### config.mk
export PLATFORM = sky130hd
export DESIGN_NAME = cache_port_sequencer
export DESIGN_NICKNAME = d
export VERILOG_FILES = /design/src/rtl/cache_pkg.sv /design/src/rtl/rr_arbiter2.sv /design/src/rtl/cache_port_sequencer.sv
export SDC_FILE = /design/constraint.sdc
export NUM_CORES = 1
export LEC_CHECK = 0
export BUFFER_PORTS_ARGS = -buffer_cell sky130_fd_sc_hd__buf_4
export CAP_MARGIN = 25
export CORE_UTILIZATION = 40
export CTS_CLUSTER_SIZE = 14
export DETAILED_ROUTE_END_ITERATION = 12
export PLACE_DENSITY = 0.88
export SLEW_MARGIN = 20
export SYNTH_ARGS = -nofsm -noshare
export SYNTH_HDL_FRONTEND = slang
export SYNTH_SLANG_ARGS = --single-unit
### constraint.sdc
create_clock -name clk -period 1.3 [get_ports clk]
set_input_delay 0.195 -clock clk [delete_from_list [all_inputs] [get_ports clk]]
set_output_delay 0.195 -clock clk [all_outputs]
set_load 0.01 [all_outputs]
### src/rtl/cache_pkg.sv
// Shared types and constants for the cache request sequencer.
package cache_pkg;

    localparam int DEF_ADDR_W     = 15;
    localparam int DEF_LINE_WORDS = 4;

    typedef enum logic [1:0] {
        ST_IDLE   = 2'd0,
        ST_LOOKUP = 2'd1,
        ST_REFILL = 2'd2,
        ST_HIT    = 2'd3
    } state_t;

    // Clears the word-offset bits; callers truncate back to their address width.
    function automatic logic [31:0] line_base(input logic [31:0] addr, input int line_words);
        return addr & ~(32'(line_words) - 32'd1);
    endfunction

endpackage

### src/rtl/rr_arbiter2.sv
// Two-input round-robin arbiter; last_grant only moves when a served request completes.
module rr_arbiter2 (
    input  logic       clk,
    input  logic       rst,
    input  logic [1:0] req_i,
    input  logic       update_i,
    input  logic       served_i,
    output logic       grant_o
);

    logic last_grant_q;

    // On a tie the port not served last wins; otherwise the lone requester wins.
    always_comb begin
        if (req_i == 2'b11) grant_o = ~last_grant_q;
        else                grant_o = req_i[1];
    end

    always_ff @(posedge clk or negedge rst) begin
        if (!rst)          last_grant_q <= 1'b1;
        else if (update_i) last_grant_q <= served_i;
    end

endmodule

### src/rtl/cache_port_sequencer.sv
// Two-port round-robin read sequencer with line refill in front of a direct-mapped cache.
// Optional miss counter port enabled by defining CACHE_MISS_COUNT_EN.
module cache_port_sequencer
    import cache_pkg::*;
#(
    parameter  int ADDR_W     = DEF_ADDR_W,
    parameter  int LINE_WORDS = DEF_LINE_WORDS,
    localparam int CNT_W      = $clog2(LINE_WORDS)
) (
    input  logic              clk,
    input  logic              rst,
    input  logic              req0,
    input  logic              req1,
    input  logic [ADDR_W-1:0] addr0,
    input  logic [ADDR_W-1:0] addr1,
    output logic              ready0,
    output logic              ready1,
    output logic [ADDR_W-1:0] cache_addr,
    input  logic              hit,
    output logic              read_enable,
    output logic              write_enable,
    output logic              mem_req,
    output logic [ADDR_W-1:0] mem_addr,
    input  logic              mem_valid,
    output logic              busy,
`ifdef CACHE_MISS_COUNT_EN
    output logic [15:0]       miss_count,
`endif
    output state_t            dbg_state,
    output logic [CNT_W-1:0]  dbg_word_cnt
);

    // Handshake: reqN is a level held until readyN pulses for one cycle; the
    // requester drops req on the edge that samples ready, else it is re-served.
    state_t             state_q;
    logic [ADDR_W-1:0]  addr_q;
    logic               port_q;
    logic [CNT_W-1:0]   word_cnt_q;
    logic               grant;
    logic [ADDR_W-1:0]  refill_addr;

    rr_arbiter2 u_arb (
        .clk      (clk),
        .rst      (rst),
        .req_i    ({req1, req0}),
        .update_i (state_q == ST_HIT),
        .served_i (port_q),
        .grant_o  (grant)
    );

    assign refill_addr = ADDR_W'(line_base(32'(addr_q), LINE_WORDS)) | ADDR_W'(word_cnt_q);

    always_ff @(posedge clk or negedge rst) begin
        if (!rst) begin
            state_q    <= ST_IDLE;
            addr_q     <= '0;
            port_q     <= 1'b0;
            word_cnt_q <= '0;
        end else begin
            case (state_q)
                ST_IDLE: begin
                    if (req0 || req1) begin
                        port_q  <= grant;
                        addr_q  <= grant ? addr1 : addr0;
                        state_q <= ST_LOOKUP;
                    end
                end
                ST_LOOKUP: begin
                    if (hit) begin
                        state_q <= ST_HIT;
                    end else begin
                        state_q    <= ST_REFILL;
                        word_cnt_q <= '0;
                    end
                end
                ST_REFILL: begin
                    if (mem_valid) begin
                        word_cnt_q <= word_cnt_q + 1'b1;
                        if (word_cnt_q == CNT_W'(LINE_WORDS - 1)) state_q <= ST_LOOKUP;
                    end
                end
                default: state_q <= ST_IDLE;
            endcase
        end
    end

    // Write strobe follows mem_valid in the same cycle, so outputs decode the live state.
    always_comb begin
        cache_addr   = '0;
        mem_addr     = '0;
        mem_req      = 1'b0;
        write_enable = 1'b0;
        read_enable  = 1'b0;
        ready0       = 1'b0;
        ready1       = 1'b0;
        busy         = (state_q != ST_IDLE);
        case (state_q)
            ST_LOOKUP: cache_addr = addr_q;
            ST_REFILL: begin
                mem_req  = 1'b1;
                mem_addr = refill_addr;
                if (mem_valid) begin
                    write_enable = 1'b1;
                    cache_addr   = refill_addr;
                end
            end
            ST_HIT: begin
                read_enable = 1'b1;
                cache_addr  = addr_q;
                ready0      = ~port_q;
                ready1      = port_q;
            end
            default: ;
        endcase
    end

`ifdef CACHE_MISS_COUNT_EN
    logic [15:0] miss_cnt_q;

    always_ff @(posedge clk or negedge rst) begin
        if (!rst)
            miss_cnt_q <= '0;
        else if (state_q == ST_LOOKUP && !hit && miss_cnt_q != 16'hFFFF)
            miss_cnt_q <= miss_cnt_q + 16'd1;
    end

    assign miss_count = miss_cnt_q;
`endif

    assign dbg_state    = state_q;
    assign dbg_word_cnt = word_cnt_q;

endmodule

==> metrics.cfg, run 1 <==
[cts]
clockBufferDepth=2
clkTransAtPathRegs_ps=140
htree_levels=1
root_buffer=clkbuf_4
clk_latency_ps=300
cts_made_buffers=3
cts_tree=built
clock-sinks=21

[synth]
synth_top_family_by_area=simple AND/OR/NAND/NOR gates
ys_types=28
synth_edf_count=0
post-synth-top-area-cell=dfrtp_1
synthCells=157
synth-async-reset-ratio_pct=100
yosysSeqAreaShare_pct=39.2
synth_xor_xnor_area_share_pct=0
synth_area_leaders=dfrtp_1 37%, nand2_1 9.8%, a31oi_2 8.4%
ys_ff_latch=21
synth-simple-area-share_pct=28.9
synthMuxAreaShare_pct=0
synthFlopType=dfrtp_1
synth_nets=194
ys.warnings.count=0
synth_top_area_share_pct=37.2
post_synth_fa_ha_maj_area_fraction_pct=0.931
syn_area_sq_mm=0.00134
avgSynthCellArea_sq_um=8.56
synth_compound_area_share_pct=23.6

[grt]
grt.overflow.total=0
grt_usage_pct=23.6
grt_first_pass_wirelength_um=6400
grt_pass1_vias=1396
grt_max_degree=22
antenna_found_initial=0

[layout]
seq_area_sq_um=529
multi_input_area_sq_um=931
fillers=179
design_area_sq_mm=0.00250
drive_above_1_share_pct=59.7
area_growth_pct=86.2
diodes=0
final_nets=296
final_cell_mix=73 x buf_4, 32 x nand2_1, 32 x buf_6, 18 x dfrtp_1, 15 x a21oi_1
fin_util_pct=80.0
layout_commonest_cell=buf_4

[hold_path]
min_to=addr_q[5]
worstHoldPathCells=3
worst_hold_startpoint=addr0[5]
min_path_type=primary input to flop

[floorplanning]
core_area_sq_mm=0.00313
start_util_pct=43.0
ioPinCount=76
die_h_um=60.0
die_area_sq_mm=0.00360
chipWidth_um=60.0
rows=20

[sta]
setup_viol=54
setup_slack_ps=-363
final_hold_viol_count=0
slew_viol_final=0
fmax_mhz=601
rsz0062_at_grt=yes
tightest_slew_ps=412
maxSlewHeadroom_pct=72.5
layout_min_cycle_time_ps=1660
finalCritPeriodShare_pct=128
clock_skew_ps=14.7

[job]
cap_violations=0

[routing]
wire_per_inst_um=16.2
vias=1580
first_iter_violations=75
drc=0
dr.pass1.iters=4
antenna_left=0
drt_wl_total_um=4900
avgViaCountPerCell=5.23

[setup_path]
reg2reg_slack_ps=-170
arrival_ps=1470
reg2regPathDepth=7
critPathLaunchType=flop
cp-startpoint=dbg_state[0]
crit_type=flop to primary output
required_ps=1110
r2r-start=dbg_state[0]
crit_fanout=3
critical_path.reg2reg.endpoint=addr_q[6]
critical_path.endpoint_type=primary output

[power_and_ir_drop]
ir_drop_uv=1140
p_per_area_mw_per_mm2=2540
p_leak_nw=1.20

[placement]
hpwl_um=2930
gp_routability_congestion=0.795
portBuffers=75
dpl_cell_area_sq_mm=0.00206

[status]
status=complete, but fails checks
violations=setup timing

-- synth_stat cells (2+ instances only) --
library cell / n
inv_1: 5
a31oi_2: 9
a31oi_1: 6
dfrtp_1: 20
a221oi_1: 2
buf_6: 2
nor2_1: 6
buf_2: 4
nor2b_1: 14
o21ai_0: 4
clkbuf_1: 3
nand2_1: 35
a21oi_1: 15
and2_1: 18
-- state kept, by name (all words and copies together) (netlist names) --
name / count
dbg_word_cnt: 2
port_q: 1
u_arb.last_grant_q: 1
addr_q: 15
dbg_state: 2
-- logic make-up after synthesis --
| group | count (synthesis) |
|---|---|
| flip-flops | 21 |
| buffers and inverters | 16 |
| AND/OR/NAND/NOR | 77 |
| adder cells (fa/ha/maj) | 1 |
| AO/OA/AOI/OAI | 42 |
-- area by class of cell --
type	count	area share (%)
multi-input cells	121	37.2
well taps	44	2.20
clock inverters	1	0.200
repair buffers	107	37.5
inverters	5	0.850
flip-flops and latches	21	21.2
clock buffers	3	0.900
-- what timing repair did --
action / in CTS / in global routing
endpoints found under the setup margin: 51 / 54
pin swaps: 14 / 9
cloned: 1 / 1
endpoints found under the hold margin: 20 / 0
hold buffers: 1 / 0
setup buffers: 8 / 4
gates resized for setup: 22 / 50
-- where the power goes --
group | internal, mW | switching, mW | leakage, nW
sequential | 0.998 | 0.321 | 0.238
combinational | 2.60 | 2.12 | 0.941
clock | 0.114 | 0.211 | 0.0177
total | 3.71 | 2.66 | 1.20
-- critical path, cell delays in order, from the launching register on --
cell     delay, ps
dfrtp_2        480
buf_4          160
buf_6          110
nor2_4         100
buf_6          110
inv_1           60
buf_4          150
-- stage by stage --
step	cells	TNS, ps	total power, mW	setup WS, ps	hold slack, ps
after detailed placement	283	-5490	4.62	-415	99.0
after CTS	297	-9690	5.40	-308	146
after global placement	283	-4450	4.48	-314	94.0
after global routing	302	-15740	6.69	-433	146
final	302	-13220	6.36	-363	147
after floorplan	157	0	3.14	0.124	-101
-- how the worst max path moves through the flow --
stage                     slack, ps  cells after the start            end
after floorplan                 0.1                      5  cache_addr[6]
after global placement         -310                      3      addr_q[0]
after detailed placement       -410                      3      addr_q[1]
after CTS                      -310                      5  cache_addr[6]
after global routing           -430                      4  cache_addr[0]
final                          -360                      6           busy
-- layer usage --
metal	wire length (um)	share of wire, %	GRT usage (%)
met1	1770	36	29.9
met2	2790	57	43.2
met3	299	6.1	3.90
met4	42	0.86	2.66
met5	0	0	0
No activity file was read; power rests on OpenSTA's default activity.
==> inputs of run 2 (changes only) <==
--- a/config.mk
+++ b/config.mk
@@ -10,8 +10,10 @@
 export CORE_UTILIZATION = 40
 export CTS_CLUSTER_SIZE = 14
 export DETAILED_ROUTE_END_ITERATION = 12
-export PLACE_DENSITY = 0.88
+export MAX_ROUTING_LAYER = met4
+export PLACE_DENSITY = 0.87
 export SLEW_MARGIN = 20
 export SYNTH_ARGS = -nofsm -noshare
 export SYNTH_HDL_FRONTEND = slang
+export SYNTH_HIERARCHICAL = 1
 export SYNTH_SLANG_ARGS = --single-unit
==> run 2 against run 1 <==
Effect of this change: the run still ends with setup timing left; cell count fell by 14%; total power fell by 11%; non-clock buffer count fell by 8; die area rose by 1.4%; worst setup slack improved by 51 ps; critical endpoint is now cache_addr[3]; largest power group unchanged.
==> metrics.cfg, run 2 <==
[floorplanning]
start_util_pct=43.3
die_area_sq_mm=0.00365
rows=20
chipWidth_um=60.4
core_area_sq_mm=0.00315
die_h_um=60.4
ioPinCount=76

[layout]
fin_util_pct=76.1
largest_register_ff_count=15
layout_commonest_cell=buf_4
fillers=220
diodes=0
final_nets=255
drive_above_1_share_pct=71.4
regMostFlops=addr_q
instances_no_fill=261
design_area_sq_mm=0.00240
final_cell_mix=69 x buf_4, 27 x buf_6, 25 x mux2_4, 19 x dfrtp_1, 12 x nor2b_1
area_growth_pct=75.9

[placement]
placed_cells=247
pre_cts_ws_ps=-157
dpl_cell_area_sq_mm=0.00207
gp_routability_congestion=0.819
portBuffers=75
hpwl_um=2820

[routing]
vias=1286
drt_wl_total_um=4130
wire_per_inst_um=15.8
dr.pass1.iters=4
avgViaCountPerCell=4.93
drc=0
antenna_left=0
first_iter_violations=27

[synth]
ys_top_cells_by_count=21 x mux2_2, 20 x dfrtp_1, 16 x and2_1
synth.most_common_cell=mux2_2
synth_top_area_share_pct=36.7
synthMuxAreaShare_pct=29.4
synth_xor_xnor_area_share_pct=0
ys_types=28
syn_area_sq_mm=0.00136
synth_area_leaders=dfrtp_1 37%, mux2_2 17%, mux2_4 12%
synth_compound_area_share_pct=4.59
synth_top_family_by_area=multiplexers
synth-async-reset-ratio_pct=100
synth_nets=157
post-synth-top-area-cell=dfrtp_1
synthFlopType=dfrtp_1
synthCells=120
ys_ff_latch=21
post_synth_fa_ha_maj_area_fraction_pct=0.917
synth-simple-area-share_pct=21.3
yosysSeqAreaShare_pct=38.6
synth_edf_count=0
avgSynthCellArea_sq_um=11.4
ys.warnings.count=6

[sta]
maxSlewHeadroom_pct=82.1
rsz0062_at_grt=yes
fmax_mhz=621
layout_min_cycle_time_ps=1610
setup_viol=53
slew_viol_final=0
final_hold_viol_count=0
finalCritPeriodShare_pct=124
setup_slack_ps=-311
tightest_slew_ps=268
clock_skew_ps=1.12

[grt]
antenna_found_initial=0
grt_usage_pct=25.5
grt_first_pass_wirelength_um=6420
grt_pass1_vias=1337
grt.overflow.total=0
grt_max_degree=22

[cts]
htree_levels=1
cts_made_buffers=3
cts_tree=built
clockBufferDepth=2
clock-sinks=21
root_buffer=clkbuf_4
clk_latency_ps=290
clkTransAtPathRegs_ps=110

[setup_path]
arrival_ps=1420
required_ps=1110
cp-startpoint=dbg_state[0]
crit_fanout=7
critical_path.endpoint_type=primary output
r2r-start=dbg_state[0]
critPathLaunchType=flop
crit_type=flop to primary output

[power_and_ir_drop]
p_leak_nw=1.20
comb_power_share_pct=71.2
clockPowerShare_pct=5.3
finalPower_mw=5.64
p_per_area_mw_per_mm2=2350
swShare_pct=36.6
intPower_mw=3.57
ir_drop_uv=1350
switchingPower_mw=2.07
seqPwrFrac_pct=23.5

[status]
status=complete, but fails checks
violations=setup timing

[hold_path]
min_path_type=primary input to flop
worst_hold_startpoint=mem_valid

[job]
cap_violations=0

run 2: changes by cell type after synthesis, sizes merged, moves of 3 or more:
cell | previous run | this run
a21oi | 15 | 3
mux2 | 0 | 32
clkbuf | 3 | 0
inv | 5 | 2
and2 | 19 | 16
a31oi | 15 | 0
nand2 | 35 | 4
run 2: worst max-delay path, stage by stage, from the launching register on:
cell and delay, ps:
dfrtp_2 470, buf_6 140, a21oi_4 150, buf_6 170, nor2b_1 60, buf_4 140
run 2: metal layers:
metal / vias up / share of wire [%] / wire [um] / global-route usage, %
li1: 604 / - / - / -
met1: 611 / 40 / 1670 / 30.1
met3: 8 / 6.6 / 274 / 4.69
met5: - / 0 / 0 / -
met2: 63 / 51 / 2110 / 43.0
met4: 0 / 1.8 / 73 / 9.30
run 2: worst paths after layout:
path	endpoint	slack (ps)	cells past startpoint
worst max register to register	addr_q[9]	-160	4
max in group asynchronous	u_arb/last_grant_q	690	2
min in group asynchronous	addr_q[0]	340	2
worst min register to register	addr_q[1]	530	1
worst max-delay path	cache_addr[3]	-310	5
worst min-delay path	dbg_state[0]	240	3
run 2: layout make-up:
cell class | instances | area [sq um] | area share, %
Sequential cell | 21 | 528 | 22.0
Clock buffer | 4 | 26.3 | 1.10
Multi-Input combinational cell | 91 | 905 | 37.7
Timing Repair Buffer | 99 | 877 | 36.6
Tap cell | 44 | 55.1 | 2.30
Inverter | 2 | 7.51 | 0.313
run 2: timing repair:
item                       in CTS  in global routing
setup endpoints to repair      54                 55
hold buffers                    1                  0
hold endpoints to repair       20                  0
buffers inserted                4                  2
gates cloned                    3                  0
gates resized for setup        50                 14
pin swaps                      10                  9
run 2: cells by family after synthesis:
family / Yosys count
adders and majority gates: 1
muxes: 32
DFF: 21
and+or+nand+nor: 47
buffers and inverters: 9
AOI/OAI and AO/OA: 10
run 2: power by group through the flow:
stage / Clock, mW / Combinational [mW] / Sequential [mW]
finish: 0.299 / 4.02 / 1.32
global placement: 0 / 3.12 / 1.26
global route: 0.346 / 4.25 / 1.37
CTS: 0.313 / 3.89 / 1.31
detailed placement: 0 / 3.22 / 1.28
floorplan: 0 / 1.89 / 1.22
run 2: metrics by stage:
| stage | hold slack [ps] | TNS, ps |
|---|---|---|
| floorplan | -101 | -1590 |
| global placement | 93.2 | -2050 |
| detailed placement | 95.6 | -2920 |
| CTS | 235 | -11450 |
| global route | 221 | -14120 |
| finish | 245 | -11670 |
==> inputs of run 3 (changes only) <==
--- a/config.mk
+++ b/config.mk
@@ -10,8 +10,9 @@
 export CORE_UTILIZATION = 40
 export CTS_CLUSTER_SIZE = 14
 export DETAILED_ROUTE_END_ITERATION = 12
+export GPL_TIMING_DRIVEN = 0
 export MAX_ROUTING_LAYER = met4
-export PLACE_DENSITY = 0.87
+export PLACE_DENSITY_LB_ADDON = 0.3
 export SLEW_MARGIN = 20
 export SYNTH_ARGS = -nofsm -noshare
 export SYNTH_HDL_FRONTEND = slang
==> run 3 against run 2 <==
Effect of this change: the run still ends with setup timing left; critical path type unchanged; die area is the same; sequential power hardly changed; total power rose by 12%; fmax decreased by 4.1%; clock power up 10%; clock-buffer cell count fell by 1; combinational power increased by 15%; sequential share of layout area shrank 1.3 points; worst hold slack got worse by 34 ps; core utilization rose by 4.7 points; largest cell class is now buffers; sequential cell count unchanged.
==> metrics.cfg, run 3 (same netlist as run 2, synthesis figures left out) <==
[power_and_ir_drop]
swShare_pct=36.1
comb_power_share_pct=73.7
clockPowerShare_pct=5.2
switchingPower_mw=2.27
p_leak_nw=1.25
intPower_mw=4.02
ir_drop_uv=1290
finalPower_mw=6.30
p_per_area_mw_per_mm2=2470
seqPwrFrac_pct=21.0

[setup_path]
required_ps=1110
crit_type=flop to primary output
crit_family=flip-flops
critPathMaxStageDelay_ps=480
critical_path.endpoint_type=primary output
reg2regPathDepth=5
critical_path.reg2reg.endpoint=addr_q[6]
arrival_ps=1480
path_buf_inv=2
critPathLaunchType=flop
slowest_stage=dfrtp_2
reg2reg_slack_ps=-290
path_cells=and2b_4 -> buf_6 -> and2_4 -> buf_6
r2r-start=dbg_state[0]
crit_fanout=5
worst_path_most_repeated_cell=buf_6

[sta]
slew_viol_final=0
maxSlewHeadroom_pct=81.3
fmax_mhz=595
setup_slack_ps=-379
finalCritPeriodShare_pct=129
final_hold_viol_count=0
tightest_slew_ps=281
layout_min_cycle_time_ps=1680
rsz0062_at_grt=yes
setup_viol=54
clock_skew_ps=6.56

[layout]
layout_commonest_cell=buf_4
fin_util_pct=80.8
final_nets=261
area_growth_pct=86.8
regMostFlops=addr_q
largest_register_ff_count=15
final_cell_mix=55 x buf_4, 47 x buf_6, 19 x dfrtp_1, 17 x mux2_4, 16 x and2_4
drive_above_1_share_pct=78.5
diodes=0

[floorplanning]
ioPinCount=76
die_h_um=60.4
rows=20
chipWidth_um=60.4
start_util_pct=43.3
core_area_sq_mm=0.00315
die_area_sq_mm=0.00365

[routing]
antenna_left=0
vias=1358
drt_wl_total_um=4420
wire_per_inst_um=16.6
dr.pass1.iters=4
avgViaCountPerCell=5.09
first_iter_violations=70
drc=0

[cts]
clk_latency_ps=310
clockBufferDepth=2
clkTransAtPathRegs_ps=120
clock-sinks=21
cts_tree=built
root_buffer=clkbuf_4
cts_made_buffers=3
htree_levels=1

[hold_path]
worst_hold_startpoint=req1
worstHoldPathCells=3
min_to=dbg_state[0]
min_path_type=primary input to flop

[grt]
antenna_found_initial=0
grt_max_degree=22
grt.overflow.total=0
grt_first_pass_wirelength_um=6620
grt_pass1_vias=1325
grt_usage_pct=25.9

[status]
status=complete, but fails checks
violations=setup timing

[placement]
portBuffers=75
hpwl_um=2540
gp_routability_congestion=0.801

[job]
cap_violations=0

## run 3: worst max-delay path by stage
stage | slack, ps | from | to | cells after the start
2_1_floorplan | -140 | u_arb/last_grant_q | addr_q[10] | 5
3_3_place_gp | -210 | dbg_state[1] | cache_addr[3] | 5
3_5_place_dp | -240 | dbg_state[1] | cache_addr[11] | 5
4_1_cts | -340 | dbg_state[1] | mem_addr[13] | 5
5_1_grt | -440 | dbg_state[0] | mem_addr[10] | 4
6_report | -380 | dbg_state[0] | mem_addr[10] | 4
## run 3: power groups by stage
stage / Combinational, mW / Sequential (mW) / Clock, mW
after floorplan: 1.89 / 1.22 / 0
after global placement: 3.01 / 1.26 / 0
after detailed placement: 3.08 / 1.28 / 0
after CTS: 4.06 / 1.29 / 0.330
after global routing: 4.90 / 1.37 / 0.372
final: 4.64 / 1.32 / 0.330
## run 3: what timing repair did
item                       in CTS  in global routing
gates resized for setup        58                 29
setup endpoints to repair      52                 53
pin swaps                      11                  4
setup buffers                  14                  6
gates cloned                    2                  1
hold buffers                    1                  0
hold endpoints to repair       20                  0
## run 3: layout make-up
class,count,area [sq um]
Buffer,7,91.3
Clock buffer,3,22.5
Clock inverter,1,5.00
Fill cell,198,606
Inverter,2,7.51
Multi-Input combinational cell,90,917
Sequential cell,21,528
Tap cell,44,55.1
Timing Repair Buffer,99,921
## run 3: stage by stage
step	instance area, sq um	TNS [ps]	setup slack (ps)	hold WS (ps)	cells
2_1_floorplan	1400	-1590	-145	-101	120
3_3_place_gp	2020	-5540	-206	96.8	239
3_5_place_dp	2020	-6170	-239	94.1	239
4_1_cts	2360	-14010	-340	206	260
5_1_grt	2550	-18660	-441	220	267
6_report	2550	-15890	-379	211	267
## run 3: metal layers
metal  routed length [um]  track usage (%)
met2                 2360             44.6
met1                 1800             30.7
met5                    0                -
met4                   34             8.97
met3                  232             3.84
## run 3: tightest hold or removal path, stage by stage
cell and delay (ps):
buf_4 100, o31ai_1 70, o22ai_1 110
